[src/rtl/vga_timing_gen.sv]
// vga_timing_gen: 640x480 raster timing generator.
// Produces the DrawX/DrawY counters, active-low hs/vs, the active-video flag and
// line/frame strobes. Every output is registered from the next-state counter
// values, so all outputs line up with the DrawX/DrawY shown in the same cycle.
// Optional build macro VGA_ANIM_TICK_EN adds the anim_tick / anim_frame outputs.
module vga_timing_gen #(
    parameter int H_VIS    = 640,
    parameter int H_FP     = 16,
    parameter int H_SYNC   = 96,
    parameter int H_BP     = 48,
    parameter int V_VIS    = 480,
    parameter int V_FP     = 10,
    parameter int V_SYNC   = 2,
    parameter int V_BP     = 33,
    parameter int ANIM_DIV = 8
) (
    input  logic       pixel_clk,
    input  logic       reset_n,
    output logic [9:0] DrawX,
    output logic [9:0] DrawY,
    output logic       hs,
    output logic       vs,
    output logic       blank,
    output logic       sync,
    output logic       line_end,
    output logic       frame_start,
    output logic       anim_tick,
    output logic [1:0] anim_frame
);

    localparam int H_TOT = H_VIS + H_FP + H_SYNC + H_BP;
    localparam int V_TOT = V_VIS + V_FP + V_SYNC + V_BP;

    // Counters are 10 bits wide, so totals above 1024 cannot be represented.
    generate
        if (H_TOT > 1024 || V_TOT > 1024) begin : g_tot_chk
            $error("vga_timing_gen: H_TOT and V_TOT must not exceed 1024");
        end
        if (ANIM_DIV < 1) begin : g_div_chk
            $error("vga_timing_gen: ANIM_DIV must be at least 1");
        end
    endgenerate

    localparam logic [9:0] H_LAST  = 10'(H_TOT - 1);
    localparam logic [9:0] V_LAST  = 10'(V_TOT - 1);
    localparam logic [9:0] H_VIS_L = 10'(H_VIS);
    localparam logic [9:0] V_VIS_L = 10'(V_VIS);
    localparam logic [9:0] HS_BEG  = 10'(H_VIS + H_FP);
    localparam logic [9:0] HS_END  = 10'(H_VIS + H_FP + H_SYNC - 1);
    localparam logic [9:0] VS_BEG  = 10'(V_VIS + V_FP);
    localparam logic [9:0] VS_END  = 10'(V_VIS + V_FP + V_SYNC - 1);

    logic [9:0] r_hc, r_vc;
    logic       r_hs, r_vs, r_blank, r_line_end, r_frame_start;

    logic [9:0] w_hc_nxt, w_vc_nxt;
    logic       w_h_wrap, w_frame_wrap;

    // Next counter position; the vertical count only moves on a line wrap.
    always_comb begin
        w_h_wrap     = (r_hc == H_LAST);
        w_frame_wrap = w_h_wrap && (r_vc == V_LAST);
        w_hc_nxt     = w_h_wrap ? 10'd0 : r_hc + 10'd1;
        w_vc_nxt     = r_vc;
        if (w_h_wrap) begin
            w_vc_nxt = (r_vc == V_LAST) ? 10'd0 : r_vc + 10'd1;
        end
    end

    // Counters and decoded outputs; decoding the next position keeps zero skew.
    always_ff @(posedge pixel_clk) begin
        if (!reset_n) begin
            r_hc          <= 10'd0;
            r_vc          <= 10'd0;
            r_hs          <= 1'b1;
            r_vs          <= 1'b1;
            r_blank       <= 1'b1;
            r_line_end    <= 1'b0;
            r_frame_start <= 1'b0;
        end else begin
            r_hc          <= w_hc_nxt;
            r_vc          <= w_vc_nxt;
            r_hs          <= !((w_hc_nxt >= HS_BEG) && (w_hc_nxt <= HS_END));
            r_vs          <= !((w_vc_nxt >= VS_BEG) && (w_vc_nxt <= VS_END));
            r_blank       <= (w_hc_nxt < H_VIS_L) && (w_vc_nxt < V_VIS_L);
            r_line_end    <= (w_hc_nxt == H_LAST);
            r_frame_start <= w_frame_wrap;
        end
    end

    assign DrawX       = r_hc;
    assign DrawY       = r_vc;
    assign hs          = r_hs;
    assign vs          = r_vs;
    assign blank       = r_blank;
    assign sync        = 1'b0;
    assign line_end    = r_line_end;
    assign frame_start = r_frame_start;

`ifdef VGA_ANIM_TICK_EN
    localparam int FW = (ANIM_DIV > 1) ? $clog2(ANIM_DIV) : 1;
    localparam logic [FW-1:0] F_LAST = FW'(ANIM_DIV - 1);

    logic [FW-1:0] r_fcnt;
    logic          r_anim_tick;
    logic [1:0]    r_anim_frame;

    // Frame counter; its wrap fires anim_tick alongside frame_start and steps the walk frame.
    always_ff @(posedge pixel_clk) begin
        if (!reset_n) begin
            r_fcnt       <= '0;
            r_anim_tick  <= 1'b0;
            r_anim_frame <= 2'd0;
        end else begin
            r_anim_tick <= 1'b0;
            if (w_frame_wrap) begin
                if (r_fcnt == F_LAST) begin
                    r_fcnt       <= '0;
                    r_anim_tick  <= 1'b1;
                    r_anim_frame <= (r_anim_frame == 2'd2) ? 2'd0 : r_anim_frame + 2'd1;
                end else begin
                    r_fcnt <= r_fcnt + FW'(1);
                end
            end
        end
    end

    assign anim_tick  = r_anim_tick;
    assign anim_frame = r_anim_frame;
`else
    assign anim_tick  = 1'b0;
    assign anim_frame = 2'd0;
`endif

endmodule

[config.mk]
export PLATFORM = sky130hd
export DESIGN_NAME = vga_timing_gen
export DESIGN_NICKNAME = d
export VERILOG_FILES = /design/src/rtl/vga_timing_gen.sv
export SDC_FILE = /design/constraint.sdc
export NUM_CORES = 1
export LEC_CHECK = 0
export BUFFER_PORTS_ARGS = -buffer_cell sky130_fd_sc_hd__buf_2
export CORE_MARGIN = 1
export CORE_UTILIZATION = 44
export DETAILED_ROUTE_END_ITERATION = 10
export GPL_ROUTABILITY_DRIVEN = 1
export PLACE_DENSITY_LB_ADDON = 0.25
export SLEW_MARGIN = 10
export SYNTH_ARGS = -nofsm -noshare
export SYNTH_HDL_FRONTEND = slang
export SYNTH_SLANG_ARGS = --single-unit
[constraint.sdc]
create_clock -name pixel_clk -period 3 [get_ports pixel_clk]
set_input_delay 0.15 -clock pixel_clk [delete_from_list [all_inputs] [get_ports pixel_clk]]
set_output_delay 0.15 -clock pixel_clk [all_outputs]
set_load 0.005 [all_outputs]
Word-level counts from Yosys, hierarchy flattened
Cells that the tools add are included.
W data, S select, Z words.
{"block": "word_totals", "regBits": 25, "inputBits": 2, "output_inout_bits": 29, "word_cells": 27}
{"block": "op_classes", "n_addsub": 2, "n_lt_le_gt_ge": 6, "n_eq_ne": 3, "n_mux": 3, "n_reduce_logical": 6}
{"cell": "$eq A10 B10 Y1 const B", "count": 3}
{"cell": "$mux W10", "count": 3}
{"cell": "$add A10 B1 Y10 const B", "count": 2}
{"cell": "$ge A10 B10 Y1 const B", "count": 1}
{"cell": "$ge A10 B9 Y1 const B", "count": 1}
{"cell": "$le A10 B10 Y1 const B", "count": 1}
{"cell": "$le A10 B9 Y1 const B", "count": 1}
{"cell": "$lt A10 B10 Y1 const B", "count": 1}
{"cell": "$lt A10 B9 Y1 const B", "count": 1}
{"cell": "$logic_and A1 B1 Y1", "count": 4}
{"cell": "$logic_not A1 Y1", "count": 2}

Longest topological paths before layout
Gate-level depths: netlist of the first run.
{"block": "depth", "ltp_word": 6, "mapped_depth": 8, "mapped_depth_nobuf": 7}

Worst setup path after synthesis of the first run
OpenSTA, ideal clock, no wires.
{"block": "synth_timing", "path_kind": "reg-to-reg", "start": "reg r_hc[0] (netlist: DrawX[0])", "end": "reg r_blank (netlist: blank)", "setup_time_ns": 0.084, "arrival_ns": 2.055, "required_ns": 2.916, "slack_ns": 0.861, "path_stages_with_launch": 8, "n_path_buf": 0, "path_cell_list": "dfxtp_1 > ha_1 > nand4_1 > or3_4 > or3_4 > xor2_1 > and4b_1 > o31ai_2"}
{"block": "synth_between", "elab_chain_len": 4, "elab_cells_between_ends": 7, "cone_classes": "1 x add/sub; 2 x order compare; 1 x eq/ne; 2 x mux; 1 x reduce/logical"}
{"element": "start, declared", "line": "53", "text": "logic [9:0] r_hc, r_vc;"}
{"element": "start signal, assigned", "line": "81", "text": "r_hc <= w_hc_nxt;"}
{"element": "$add A10 B1 Y10 or $eq A10 B10 Y1 (tied branches)", "line": "63, 61"}
{"element": "$mux W10 (on tied branches)", "line": "63, 65"}
{"element": "$lt A10 B10 Y1 or $lt A10 B9 Y1 (tied branches)", "line": "85", "text": "r_blank <= (w_hc_nxt < H_VIS_L) && (w_vc_nxt < V_VIS_L);"}
{"element": "$logic_and A1 B1 Y1 (*)", "line": "85"}
{"element": "end signal, assigned", "line": "85"}
{"element": "end, declared", "line": "54", "text": "logic r_hs, r_vs, r_blank, r_line_end, r_frame_start;"}
Mark *: on every way between the ends. The rest lies on a longest branch, timed or not.
A chain may end at the register's enable or synchronous reset.

Worst setup path after layout of the first run
Same ends and word-level chain as after synthesis.

==> results of run 1 <==
==> per-stage QoR <==
| stage | area, um2 | power (mW) | util, % | setup slack, ns |
|---|---|---|---|---|
| after floorplan | 1300 | 0.361 | - | 0.861 |
| after global placement | 1430 | 0.366 | 51.5 | 0.693 |
| after detailed placement | 1430 | 0.367 | 51.5 | 0.619 |
| after CTS | 1460 | 0.517 | 52.5 | 0.589 |
| after global routing | 1460 | 0.538 | 52.5 | 0.471 |
| final | 1460 | 0.514 | 52.5 | 0.587 |
==> worst reg2reg max path, delay by kind of cell (launching register included) <==
family	cells	cell delay (ns)
buffers and inverters	1	0.19
DFF	1	0.44
and+or+nand+nor	4	1.10
xor gates and xnor gates	1	0.16
adders and majority gates	1	0.24
AOI/OAI and AO/OA	1	0.22
==> worst paths after layout <==
check / depth (start not counted) / endpoint / slack [ns]
worst min register to register: 1 / DrawX[0]$_SDFF_PN0_ / 0.51
worst max register to register: 8 / blank$_SDFF_PN1_ / 0.59
worst max-delay path: 8 / blank$_SDFF_PN1_ / 0.59
worst min-delay path: 2 / blank$_SDFF_PN1_ / 0.05
==> placed cells by master, fill, tap and decap left out, types with 2 or more instances in the layout <==
cell      instances
ha_1              4
a21oi_1           7
dfxtp_1          25
a31oi_1           2
nand2_1          14
clkbuf_4          3
xnor2_1           7
xor2_1            8
nor2_1           25
or3_4             2
o21ai_0           3
nand3_1          11
buf_2            26
and3_1            2
nand4_1           4
nor3_1            8
buf_4             2
conb_1            4
nand4b_1          3
o21a_1            3
nor4_1            5
inv_1             6
==> layer usage <==
layer / wire [um] / global-route usage [%] / vias to the layer above
li1: - / - / 589
met1: 1420 / 29.2 / 543
met2: 1290 / 27.0 / 43
met3: 167 / 3.49 / 8
met4: 56 / 8.01 / 0
met5: 0 / 0 / -
==> layout make-up <==
| cell class | instances | area (um2) | share of cell area, % |
|---|---|---|---|
| inverter | 6 | 22.5 | 1.54 |
| multi-input combinational | 122 | 726 | 49.7 |
| timing repair buffer | 28 | 145 | 9.95 |
| sequential | 25 | 500 | 34.3 |
| tap | 31 | 38.8 | 2.66 |
| clock buffer | 4 | 26.3 | 1.80 |
==> where the power goes <==
group	switching, mW	internal, mW
combinational	0.0124	0.00654
sequential	0.00469	0.336
clock	0.103	0.0520
==> state kept, by name, indices dropped and copies added, names as in the netlist <==
signal       cells
DrawX           10
DrawY           10
frame_start      1
hs               1
blank            1
vs               1
line_end         1
==> cell families after synthesis <==
kind of cell | count (synthesis) | share of synthesized area (%)
buffers and inverters | 14 | 6.00
multiplexers | 1 | 0.774
AND/OR/NAND/NOR | 80 | 31.5
other | 1 | 0.290
adder cells (fa/ha/maj) | 4 | 3.87
flip-flops | 25 | 38.7
AO/OA/AOI/OAI | 18 | 8.71
XOR/XNOR | 15 | 10.2
==> flow_summary.yaml, run 1 <==
setup_path:
  crit_path_cell_trace: "ha_1 > nand4_1 > buf_4 > or3_4 > or3_4 > xor2_1 > and4b_1 > o31ai_2"
  category_of_the_most_critical_setup_path: "flop to flop"
  worst-path-max-fanout: 11
  timing.critical_path.slowest_stage_cell: "dfxtp_1"
  cp_num_buf_inv: 1
  cp-end-kind: "flop"
  timing.rr.start: "DrawX[0]$_SDFF_PN0_"
  timing.critical_path.mode_cell: "or3_4"
  timing.critical_path.from_type: "flop"
  max_stage_delay_ns: 0.44
  worst_setup_path_startpoint: "DrawX[0]$_SDFF_PN0_"
  crit_arrival_ns: 2.67
  required_ns: 3.25
  cp_top_family: "simple AND/OR/NAND/NOR gates"
die:
  die-height_um: 56.2
  io_pins: 31
  design.die.area_um2: 3160
  chipWidth_um: 56.2
  starting_density_of_the_core_pct: 46.5
  placeableCoreArea_um2: 2780
  number_of_placement_rows: 19
cells_and_area:
  areaGrowthSynthToFinish_pct: 12.9
  fillerInstances: 287
  antennaDiodeCount: 0
  layout.cells.non_filler: 216
  drive_gt1_share_pct: 20.0
  layout.nets: 192
routing:
  starting_drt_drc_count: 42
  routed_wirelength_um: 2930
  drt_pre_antenna_iters: 4
  route.vias.total: 1183
  via_per_inst: 5.48
  routed_len_inst_um: 13.6
  post-route-drc-count: 0
  final_antenna_net_count: 0
place:
  place_inst: 212
  place.gp.congestion: 0.839
  post-dp-hpwl_um: 2230
  port-buffer-count: 26
logic_synthesis:
  ys_seq_area_share_pct: 38.7
  synth_area_um2: 1290
  synth-async-reset-ratio_pct: 0
  synth_largest_area_cell: "dfxtp_1"
  netlist.area_leader.share_pct: 38.7
  synthDistinctLibCells: 33
  synth.avg_cell_area_um2: 8.18
  post_synth_inst_count: 158
  synth-warning-count: 0
  synth.cells.most_frequent: "dfxtp_1, nor2_1, nand2_1"
  ys.flop_type: "dfxtp_1"
  synth_enable_flop_cells: 0
  yosys_register_bits: 25
  ranking_of_synthesized_cells_by_area: "dfxtp_1, nor2_1, xor2_1"
clock_network:
  cts.path.max_buffers: 2
  h_tree_depth: 1
  cts_sinks: 25
  postCtsResizedCells: 0
  clock_tree.root_cell: "clkbuf_4"
  path_clk_slew_ns: 0.14
  postCtsSetupRepairBufs: 0
  tritoncts: "done"
  cts_hold_repair.buffers: 0
  clkLatencyLatePin_ns: 0.32
  cts_inserted_buffers: 3
global_routing:
  grt_start_max_net_pins: 14
  global_route_wire_length_before_repair_um: 4830
  grt_antenna_before_repair: 0
  grt_pass1_vias: 1006
  grt_remaining_overflow: 0
  global_route.usage.total_pct: 19.4
timing:
  worst_pin_slew_ns: 0.542
  fin_worst_skew_ns: 0.00402
  setup_viol: 0
  final_min_period_over_clock_period_pct: 80.4
  report.final.slew_viol_count: 0
  fmaxAchievable_ghz: 0.414
  period_minus_slack_ns: 2.41
  totalNegativeSetupSlack_ns: 0
  worst_slew_margin_rel_pct: 63.5
  unrepaired_setup_endpoints_after_global_routing: "false"
  final_hold_viol_count: 0
  worst_slack_on_hold_paths_ns: 0.0477
min_path:
  worst_hold_path_type: "input port to flop"
  holdCritStartpoint: "reset_n"
run:
  cap_viol_max_count: 0
status:
  outcome: "completed"
power_and_ir_drop:
  leakagePower_nw: 0.563
  worst_ir_drop_vdd_mv: 0.272
  pwr_density_cell_nw_per_um2: 352
Note: power is estimated with default switching activity, not from simulation.
==> run 2: changes to the inputs <==
Clock period 3 ns to 2.05 ns, I/O delays scaled along.
==> run 2 against run 1 <==
  * The run now ends with negative setup slack left
  * Critical path depth is 2 lower
  * Total power is 51% higher
  * Via count is 10% higher
  * Largest cell class unchanged
  * Sequential share of layout area is 3.5 points lower
  * Wire length is 9.5% higher
  * Critical endpoint unchanged
  * Clock-buffer cell count is 1 lower
  * Maximum frequency is 14% higher
  * Clock skew is 0.015 ns higher
  * First-iteration DRC count is 24% lower
  * Highest routed layer unchanged
  * Combinational power is 130% higher
==> flow_summary.yaml, run 2 (synthesized netlist as in run 1, its figures left out) <==
setup_path:
  timing.critical_path.slowest_stage_cell: "or3b_4"
  worst_setup_path_endpoint: "blank$_SDFF_PN1_"
  max_stage_delay_ns: 0.39
  cp_top_family: "simple AND/OR/NAND/NOR gates"
  timing.critical_path.from_type: "flop"
  category_of_the_most_critical_setup_path: "flop to flop"
  crit_path_cell_trace: "or3b_4 > or3_4 > or3_4 > xor2_2 > and4b_1 > o31ai_2"
  r2r_slack_ns: -0.06
  cp-end-kind: "flop"
  timing.rr.start: "DrawX[6]$_SDFF_PN0_"
  worst_setup_path_startpoint: "DrawX[6]$_SDFF_PN0_"
  cp_num_buf_inv: 0
  worst-path-max-fanout: 2
  path_depth: 6
  required_ns: 2.32
  crit_arrival_ns: 2.38
  timing.critical_path.mode_cell: "or3_4"
  rr_endpoint: "blank$_SDFF_PN1_"
  reg2regPathDepth: 6
power_and_ir_drop:
  pwr_density_cell_nw_per_um2: 472
  total_power_mw: 0.774
  worst_ir_drop_vdd_mv: 0.357
  leakagePower_nw: 0.676
cells_and_area:
  layout.cells.non_filler: 234
  post-route-util_pct: 58.9
  drive_gt1_share_pct: 31.5
  antennaDiodeCount: 0
  mostFrequentLayoutCells: "buf_2, nor2_1, dfxtp_1"
  fillerInstances: 257
  layout.nets: 210
  total_area_of_sequential_cells_um2: 505
  multiInputGateArea_um2: 762
  final_common_cell: "buf_2"
  areaGrowthSynthToFinish_pct: 26.8
clock_network:
  cts_inserted_buffers: 3
  clock_tree.root_cell: "clkbuf_4"
  path_clk_slew_ns: 0.15
  h_tree_depth: 1
  clkLatencyLatePin_ns: 0.35
  tritoncts: "done"
  cts_sinks: 25
  postCtsSetupRepairBufs: 0
  cts.path.max_buffers: 2
status:
  outcome: "complete, but fails checks"
  failed_checks: "negative setup slack"
timing:
  fmaxAchievable_ghz: 0.474
  report.final.slew_viol_count: 0
  unrepaired_setup_endpoints_after_global_routing: "true"
  setup_viol: 2
  worst_slack_ns: -0.0610
  period_minus_slack_ns: 2.11
  final_hold_viol_count: 0
  fin_worst_skew_ns: 0.0190
  final_min_period_over_clock_period_pct: 103
  worst_slack_on_hold_paths_ns: 0.533
die:
  chipWidth_um: 56.2
  io_pins: 31
  number_of_placement_rows: 19
  starting_density_of_the_core_pct: 46.5
  placeableCoreArea_um2: 2780
  design.die.area_um2: 3160
  die-height_um: 56.2
routing:
  final_antenna_net_count: 0
  starting_drt_drc_count: 32
  route.vias.total: 1305
  routed_wirelength_um: 3210
  drt_pre_antenna_iters: 4
  routed_len_inst_um: 13.7
  post-route-drc-count: 0
  via_per_inst: 5.58
place:
  port-buffer-count: 26
  place_inst: 229
  post-dp-hpwl_um: 2440
  place.gp.congestion: 0.870
global_routing:
  global_route.usage.total_pct: 21.1
  global_route_wire_length_before_repair_um: 5320
  grt_pass1_vias: 1205
  grt_antenna_before_repair: 0
  grt_start_max_net_pins: 15
  grt_remaining_overflow: 0
run:
  cap_viol_max_count: 0
min_path:
  holdCritStartpoint: "DrawX[0]$_SDFF_PN0_"
  worst_hold_path_type: "flop to flop"
run 2: worst min-delay path by stage:
stage,end,slack (ns),depth (start not counted)
after global routing,blank$_SDFF_PN1_,0.54,3
after floorplan,blank$_SDFF_PN1_,0.17,1
final,DrawX[0]$_SDFF_PN0_,0.53,2
after CTS,blank$_SDFF_PN1_,0.53,3
after global placement,blank$_SDFF_PN1_,0.33,2
after detailed placement,blank$_SDFF_PN1_,0.35,2
run 2: area by class of cell:
type	count	share of cell area, %
inverters	6	1.37
clock inverters	1	0.305
flip-flops and latches	25	30.8
multi-input cells	122	46.5
repair buffers	46	17.3
clock buffers	3	1.37
well taps	31	2.37
run 2: tightest hold or removal path, stage by stage (launching register included):
cell     delay, ns
dfxtp_2       0.35
buf_4         0.12
nor2_1        0.04
run 2: timing repair:
item	in CTS	in global routing
endpoints found under the setup margin	2	12
pin swaps	2	2
gates cloned	0	0
hold buffers	1	0
endpoints found under the hold margin	1	0
gates resized for setup	1	4
run 2: stage by stage:
stage / cell area (um2) / TNS (ns) / setup WS, ns
global placement: 1570 / 0 / 0.0109
CTS: 1610 / -0.0943 / -0.0645
finish: 1640 / -0.105 / -0.0610
detailed placement: 1570 / -0.116 / -0.0873
global route: 1640 / -0.201 / -0.104
floorplan: 1310 / -0.0519 / -0.0485
run 2: layer usage:
metal	GRT usage, %	wire, um
met4	8.01	60
met5	0	0
met1	29.3	1470
met2	33.5	1480
met3	2.33	203
run 2: power breakdown:
| part | switching (mW) | total (mW) | internal, mW |
|---|---|---|---|
| clock | 0.163 | 0.236 | 0.0736 |
| combinational | 0.0247 | 0.0438 | 0.0191 |
| sequential | 0.00265 | 0.494 | 0.492 |
